### src/rtl/alu_share_ctrl.sv
// alu_share_ctrl: shares the single Execute-stage ALU between the pipeline
// execute slot (port 0) and an auxiliary unit (port 1). Requests are granted
// round-robin, issued to the ALU for one cycle, and the registered ALU result
// is returned one cycle later tagged with the requester ID.
//
// Optional feature macro: ALU_SHARE_CCR_EN
//   defined   -> {C,N,Z} condition-code register updated from the ALU flags
//   undefined -> no CCR flops, ccr reads as 3'b000
module alu_share_ctrl #(
  parameter int WIDTH = 16
) (
  input  logic             clk,
  input  logic             reset,
  input  logic             req0_valid,
  output logic             req0_ready,
  input  logic [3:0]       req0_op,
  input  logic [WIDTH-1:0] req0_a,
  input  logic [WIDTH-1:0] req0_b,
  input  logic             req1_valid,
  output logic             req1_ready,
  input  logic [3:0]       req1_op,
  input  logic [WIDTH-1:0] req1_a,
  input  logic [WIDTH-1:0] req1_b,
  output logic             alu_en,
  output logic [3:0]       alu_func,
  output logic [WIDTH-1:0] alu_a,
  output logic [WIDTH-1:0] alu_b,
  input  logic [WIDTH-1:0] alu_out,
  input  logic             alu_c,
  input  logic             alu_n,
  input  logic             alu_z,
  output logic             rsp_valid,
  output logic             rsp_id,
  output logic [WIDTH-1:0] rsp_data,
  output logic             rsp_err,
  output logic [2:0]       ccr
);

  localparam logic [1:0] IDLE    = 2'd0;
  localparam logic [1:0] ISSUE   = 2'd1;
  localparam logic [1:0] CAPTURE = 2'd2;

  localparam logic [3:0] OP_LDD = 4'b0001;
  localparam logic [3:0] OP_STD = 4'b0010;
  localparam logic [3:0] OP_ADD = 4'b0011;
  localparam logic [3:0] OP_NOT = 4'b0100;
  localparam logic [3:0] OP_NOP = 4'b0101;

  logic [1:0]       state;
  logic             prio;      // port that wins when both request
  logic [3:0]       op_q;
  logic [WIDTH-1:0] a_q;
  logic [WIDTH-1:0] b_q;
  logic             id_q;
  logic             err_q;

  logic             grant;
  logic             winner;
  logic [3:0]       sel_op;
  logic [WIDTH-1:0] sel_a;
  logic [WIDTH-1:0] sel_b;
  logic             sel_legal;

  // Arbitration: ready is a Mealy output of IDLE and the valids, held off in reset.
  always_comb begin
    // NOTE: every signal assigned in a combinational block gets a default first,
    // otherwise a missed branch infers a latch.
    grant      = 1'b0;
    winner     = 1'b0;
    req0_ready = 1'b0;
    req1_ready = 1'b0;
    if (reset && (state == IDLE) && (req0_valid || req1_valid)) begin
      grant      = 1'b1;
      winner     = (req0_valid && req1_valid) ? prio : req1_valid;
      req0_ready = ~winner;
      req1_ready = winner;
    end
    sel_op    = winner ? req1_op : req0_op;
    sel_a     = winner ? req1_a  : req0_a;
    sel_b     = winner ? req1_b  : req0_b;
    sel_legal = (sel_op == OP_LDD) || (sel_op == OP_STD) || (sel_op == OP_ADD) ||
                (sel_op == OP_NOT) || (sel_op == OP_NOP);
  end

  // Sequencer: IDLE -> ISSUE -> CAPTURE, latching the granted request.
  always_ff @(posedge clk) begin
    // NOTE: sequential state uses non-blocking assignments so every flop samples
    // pre-edge values regardless of statement order.
    if (!reset) begin
      state <= IDLE;
      prio  <= 1'b0;
      op_q  <= OP_NOP;
      a_q   <= '0;
      b_q   <= '0;
      id_q  <= 1'b0;
      err_q <= 1'b0;
    end else begin
      case (state)
        IDLE: begin
          if (grant) begin
            state <= ISSUE;
            prio  <= ~winner;
            op_q  <= sel_op;
            a_q   <= sel_a;
            b_q   <= sel_b;
            id_q  <= winner;
            err_q <= ~sel_legal;
          end
        end
        ISSUE:   state <= CAPTURE;
        CAPTURE: state <= IDLE;
        default: state <= IDLE;
      endcase
    end
  end

  // ALU drive and response are decoded from state and the latched request.
  always_comb begin
    alu_en    = 1'b0;
    alu_func  = OP_NOP;
    alu_a     = '0;
    alu_b     = '0;
    rsp_valid = 1'b0;
    rsp_id    = 1'b0;
    rsp_data  = '0;
    rsp_err   = 1'b0;
    if ((state == ISSUE) && !err_q) begin
      alu_en   = 1'b1;
      alu_func = op_q;
      alu_a    = a_q;
      alu_b    = b_q;
    end
    if (state == CAPTURE) begin
      rsp_valid = 1'b1;
      rsp_id    = id_q;
      rsp_data  = err_q ? '0 : alu_out;
      rsp_err   = err_q;
    end
  end

`ifdef ALU_SHARE_CCR_EN
  logic [2:0] ccr_q;

  // CCR loads on the CAPTURE edge for ADD (full flags) and NOT (carry cleared).
  always_ff @(posedge clk) begin
    if (!reset) begin
      ccr_q <= 3'b000;
    end else if ((state == CAPTURE) && !err_q) begin
      if (op_q == OP_ADD) begin
        ccr_q <= {alu_c, alu_n, alu_z};
      end else if (op_q == OP_NOT) begin
        ccr_q <= {1'b0, alu_n, alu_z};
      end
    end
  end

  assign ccr = ccr_q;
`else
  logic unused_flags;
  assign unused_flags = ^{alu_c, alu_n, alu_z};
  assign ccr          = 3'b000;
`endif

endmodule
### config.mk
export PLATFORM = sky130hd
export DESIGN_NAME = alu_share_ctrl
export DESIGN_NICKNAME = d
export VERILOG_FILES = /design/src/rtl/alu_share_ctrl.sv
export SDC_FILE = /design/constraint.sdc
export NUM_CORES = 1
export LEC_CHECK = 0
export ABC_CLOCK_PERIOD_IN_PS = 3150
export CAP_MARGIN = 10
export CORE_ASPECT_RATIO = 1.75
export CORE_UTILIZATION = 68
export DETAILED_ROUTE_END_ITERATION = 10
export DONT_BUFFER_PORTS = 1
export PLACE_DENSITY = 0.88
export RECOVER_POWER = 50
export SLEW_MARGIN = 20
export SYNTH_ARGS = -nofsm -noshare
export SYNTH_HDL_FRONTEND = slang
export SYNTH_SLANG_ARGS = --single-unit
### constraint.sdc
create_clock -name clk -period 3.15 [get_ports clk]
set_clock_uncertainty 0.15 [all_clocks]
set_input_delay 0.7875 -clock clk [delete_from_list [all_inputs] [get_ports clk]]
set_output_delay 0.7875 -clock clk [all_outputs]
set_load 0.05 [all_outputs]
# After elaboration in Yosys (flattened, before gate mapping)
# Index checks and enable logic that the tools add are counted.
# Widths: inputs -> output; s select.
[totals]
word_cells = 48
latchBits = 0
ramBits = 0
rom_bits = 0
register_bits = 41
in_bits = 95
n_memories = 0
out_inout_bits = 61
[classes]
multipliers = 0
n_reduce_logical = 12
n_addsub = 0
order_cmp = 0
muxes = 18
div = 0
shifts = 0
eq_ne = 8
bitwise_logic = 3
[op_table]
columns = ["cell", "count"]
rows = [
  ["$mux 16", 6],
  ["$eq 4x2->1 const B", 2],
  ["$eq 4x3->1 const B", 2],
  ["$mux 1", 8],
  ["$mux 4", 2],
  ["$logic_or 1x1->1", 5],
  ["$eq 4x1->1 const B", 1],
  ["$logic_and 1x1->1", 4],
  ["$pmux 2 s2", 1],
  ["$not 1->1", 3],
  ["$eq 2x1->1 const B", 1],
  ["$eq 2x2->1 const B", 1],
  ["$logic_not 2->1", 1],
  ["$mux 2", 1],
  ["$ne 2x2->1 const B", 1],
  ["$reduce_and 2->1", 1],
  ["$logic_not 1->1", 1],
]

# Logic depth before layout (Yosys ltp)
[depth]
ltp_word = 11
depth_mapped = 6
depth_no_buf = 4

# Worst setup path before layout
# OpenSTA, ideal clock, no wires.
[synth_path]
path_kind = "in2out"
from = "input port req1_valid"
to = "output port req0_ready"
cell_stages = 4
slack_ns = 0.479
t_required_ns = 2.213
n_path_buf = 2
arrival_ns = 1.733
path_cell_list = "buf_4 o211a_4 buf_2 and2_1"
[synth_via]
elab_chain_cells = 4
elab_cells_between_ends = 6
cone_classes = "mux (2); bitwise (1); reduce/logical (3)"
[synth_rtl]
columns = ["element", "line", "source"]
rows = [
  ["from (decl)", "19", "input logic req1_valid,"],
  ["$logic_and 1x1->1", "74", "winner = (req0_valid && req1_valid) ? prio : req1_valid;"],
  ["$mux 1", "74", ""],
  ["$not 1->1", "75", "req0_ready = ~winner;"],
  ["$mux 1 *", "72", "if (reset && (state == IDLE) && (req0_valid || req1_valid)) begin"],
  ["to (decl)", "15", "output logic req0_ready,"],
]
# Mark *: on every way between the ends. The rest lies on a longest branch, timed or not.

# Final worst setup path
[layout_path]
from = "register state[1]"
to = "output port rsp_err"
[layout_via]
elab_chain_cells = 2
[layout_rtl]
columns = ["element", "line", "source"]
rows = [
  ["from (decl)", "49", "logic [1:0] state;"],
  ["from (signal assigned)", "90", "state <= IDLE;"],
  ["from (signal assigned)", "101", "state <= ISSUE;"],
  ["from (signal assigned)", "110", "ISSUE: state <= CAPTURE;"],
  ["$eq 2x2->1", "133", "if (state == CAPTURE) begin"],
  ["$mux 1", "133", ""],
  ["to (decl)", "35", "output logic rsp_err,"],
]
# Every way passes these cells.

==> results_dict.tcl <==
set metrics [dict create \
    outcome "finished with violations" \
    violations "capacitance limit, slew limit" \
    ir_worst_vdd_mv 0.431 \
    utilization_pct 73.8 \
    ant_nets 0 \
    layout_commonest_cell "and2_1" \
    fp.coreArea_um2 3430 \
    synth.avg_cell_area_um2 8.58 \
    hold_viol_final 0 \
    maxCapViolCount 2 \
    nets 375 \
    fillerInstances 288 \
    cp_max_fo 4 \
    drc_errors 0 \
    rsz0062_at_grt "no" \
    grt_pass1_wl_mm 7.92 \
    numCtsBuffers 5 \
    end_kind "primary output" \
    grt_max_degree 77 \
    worstSetupStartpointType "register" \
    grt_util_all_layers_pct 27.8 \
    setup_viol 0 \
    cts_hold_buffers 0 \
    rows 28 \
    min_path_type "reg2reg" \
    cts_root_buf "clkbuf_8" \
    fmax_mhz 342 \
    hp-start "prio$_SDFFE_PN0P_" \
    syn_to_final_growth_pct 2.27 \
    cts_tree "built" \
    cts_buffer_depth 2 \
    layout_common_cells "and2_1 (52), dfxtp_1 (41), nor2_1 (33), nand3_1 (32), nand2_1 (32)" \
    min_period_ns 2.92 \
    crit_type "reg2out" \
    p_leak_nw 0.965 \
    worstMarginPinSlew_ns 1.64 \
    grt_pass1_vias 1874 \
    routabilityCongestion 0.783 \
    cp_data_arrival_time_ns 1.99 \
    dp_hpwl_mm 4.06 \
    via_count 2062 \
    drive_gt1_share_pct 17.8 \
    grt.overflow.total 0 \
    powerDensity_nw_per_um2 516 \
    ioPinCount 156 \
    fin_crit_sh_pct 92.8 \
    clk_latency_ns 0.28 \
    post_cts_buffers 0 \
    hold-worst-slack_ns 0.343 \
    setup.worst_path.start "state[1]$_SDFFE_PN0P_" \
    synth_top_area_share_pct 33.1 \
    diodes 0 \
    final_max_slew_viol_count 115 \
    h-tree-depth 2 \
    die_h_um 81.9 \
    r2r-start "state[1]$_SDFFE_PN0P_" \
    netlist_top_cells_area "dfxtp_1 (33%), a311oi_2 (18%), and2_1 (13%), nand3_1 (6.5%), nor2_1 (5.0%)" \
    die_area_um2 3900 \
    yosysWarnings 0 \
    synth.distinct_cells 31 \
    wl_per_cell_um 17.7 \
    synth_seq_cells 41 \
    die_w_um 47.6 \
    syn_area_um2 2480 \
    drt_wl_total_mm 5.78 \
    yosysSeqAreaShare_pct 33.1 \
    vias_per_cell 6.33 \
    yosysTopAreaCell "dfxtp_1" \
    io_buffers 0 \
    drt_pre_antenna_iters 4 \
    finalSetupTns_ns 0 \
    maxSlewHeadroom_pct -9.10 \
    cts_resized 0 \
    antenna_found_initial 0 \
    drt_iter0_drc 62 \
    synthCells 289 \
    start_util_pct 72.2 \
    clk_pin_slew_ns 0.07 \
    cp_data_required_time_ns 2.21 \
    total_power_mw 1.31 \
    cts_sinks 41 \
]
-- registers in the layout (all words and copies together), names as in the netlist --
register / flops
err_q: 1
a_q: 16
state: 2
b_q: 16
id_q: 1
prio: 1
op_q: 4
-- worst max-delay path: stages (launching register included) --
cell and delay [ns]:
dfxtp_1 0.46, and2b_1 0.18, clkbuf_1 0.52, and2_1 0.55
-- worst paths after layout --
check	to	slack, ns	cells after the start
worst max register to register	b_q[6]$_SDFFE_PN0P_	0.51	5
worst min register to register	prio$_SDFFE_PN0P_	0.34	2
worst max-delay path	rsp_err	0.23	3
worst min-delay path	prio$_SDFFE_PN0P_	0.34	2
-- synthesized netlist by cell type, drive strengths merged --
library cell  number
o21ai              3
mux2i              4
nor3               5
nand2b             4
nand2             33
nor3b              2
nor2              34
conb               1
nand3             32
a21oi              7
dfxtp             41
a311oi            32
clkbuf             4
and2b              2
mux2               1
o211a              1
o21a               1
nand4              1
and2              53
inv                2
a31oi              1
buf               25
-- final cells by class --
type | instances | area, um^2 | share of cell area (%)
multi-input combinational | 219 | 1450 | 57.3
sequential | 41 | 821 | 32.4
timing repair buffer | 11 | 97.6 | 3.85
clock buffer | 7 | 96.3 | 3.80
tap | 45 | 56.3 | 2.22
inverter | 2 | 7.51 | 0.296
clock inverter | 1 | 5.00 | 0.197
-- layer usage --
metal / vias to the layer above / global-route usage, % / share of wire, %
met5: - / 0 / 0
li1: 978 / - / -
met4: 0 / 8.61 / 1.5
met1: 967 / 29.8 / 38
met3: 12 / 7.03 / 7.2
met2: 105 / 50.5 / 53
-- power by group --
group,internal [mW],leakage (nW),switching (mW),total [mW]
Combinational,0.105,0.572,0.238,0.343
Clock,0.198,0.0542,0.173,0.371
Sequential,0.568,0.339,0.0261,0.594
-- through the flow --
step | instance area (um^2) | std cells | worst slack [ns]
final | 2530 | 326 | 0.227
after floorplan | 2490 | 291 | 0.479
after CTS | 2580 | 326 | 0.436
after global placement | 2480 | 318 | 0.711
after detailed placement | 2480 | 318 | 0.693
after global routing | 2530 | 326 | 0.156
-- cell families (layout without fill, tap and decap cells) --
group / after synthesis / after routing / share of synthesized area [%]
compound gates: 45 / 45 / 22.2
buf+inv: 31 / 21 / 7.47
flops: 41 / 41 / 33.1
mux: 5 / 5 / 2.22
other cells: 1 / 3 / 0.151
simple gates: 166 / 166 / 34.9
No activity file was read; power rests on OpenSTA's default activity.
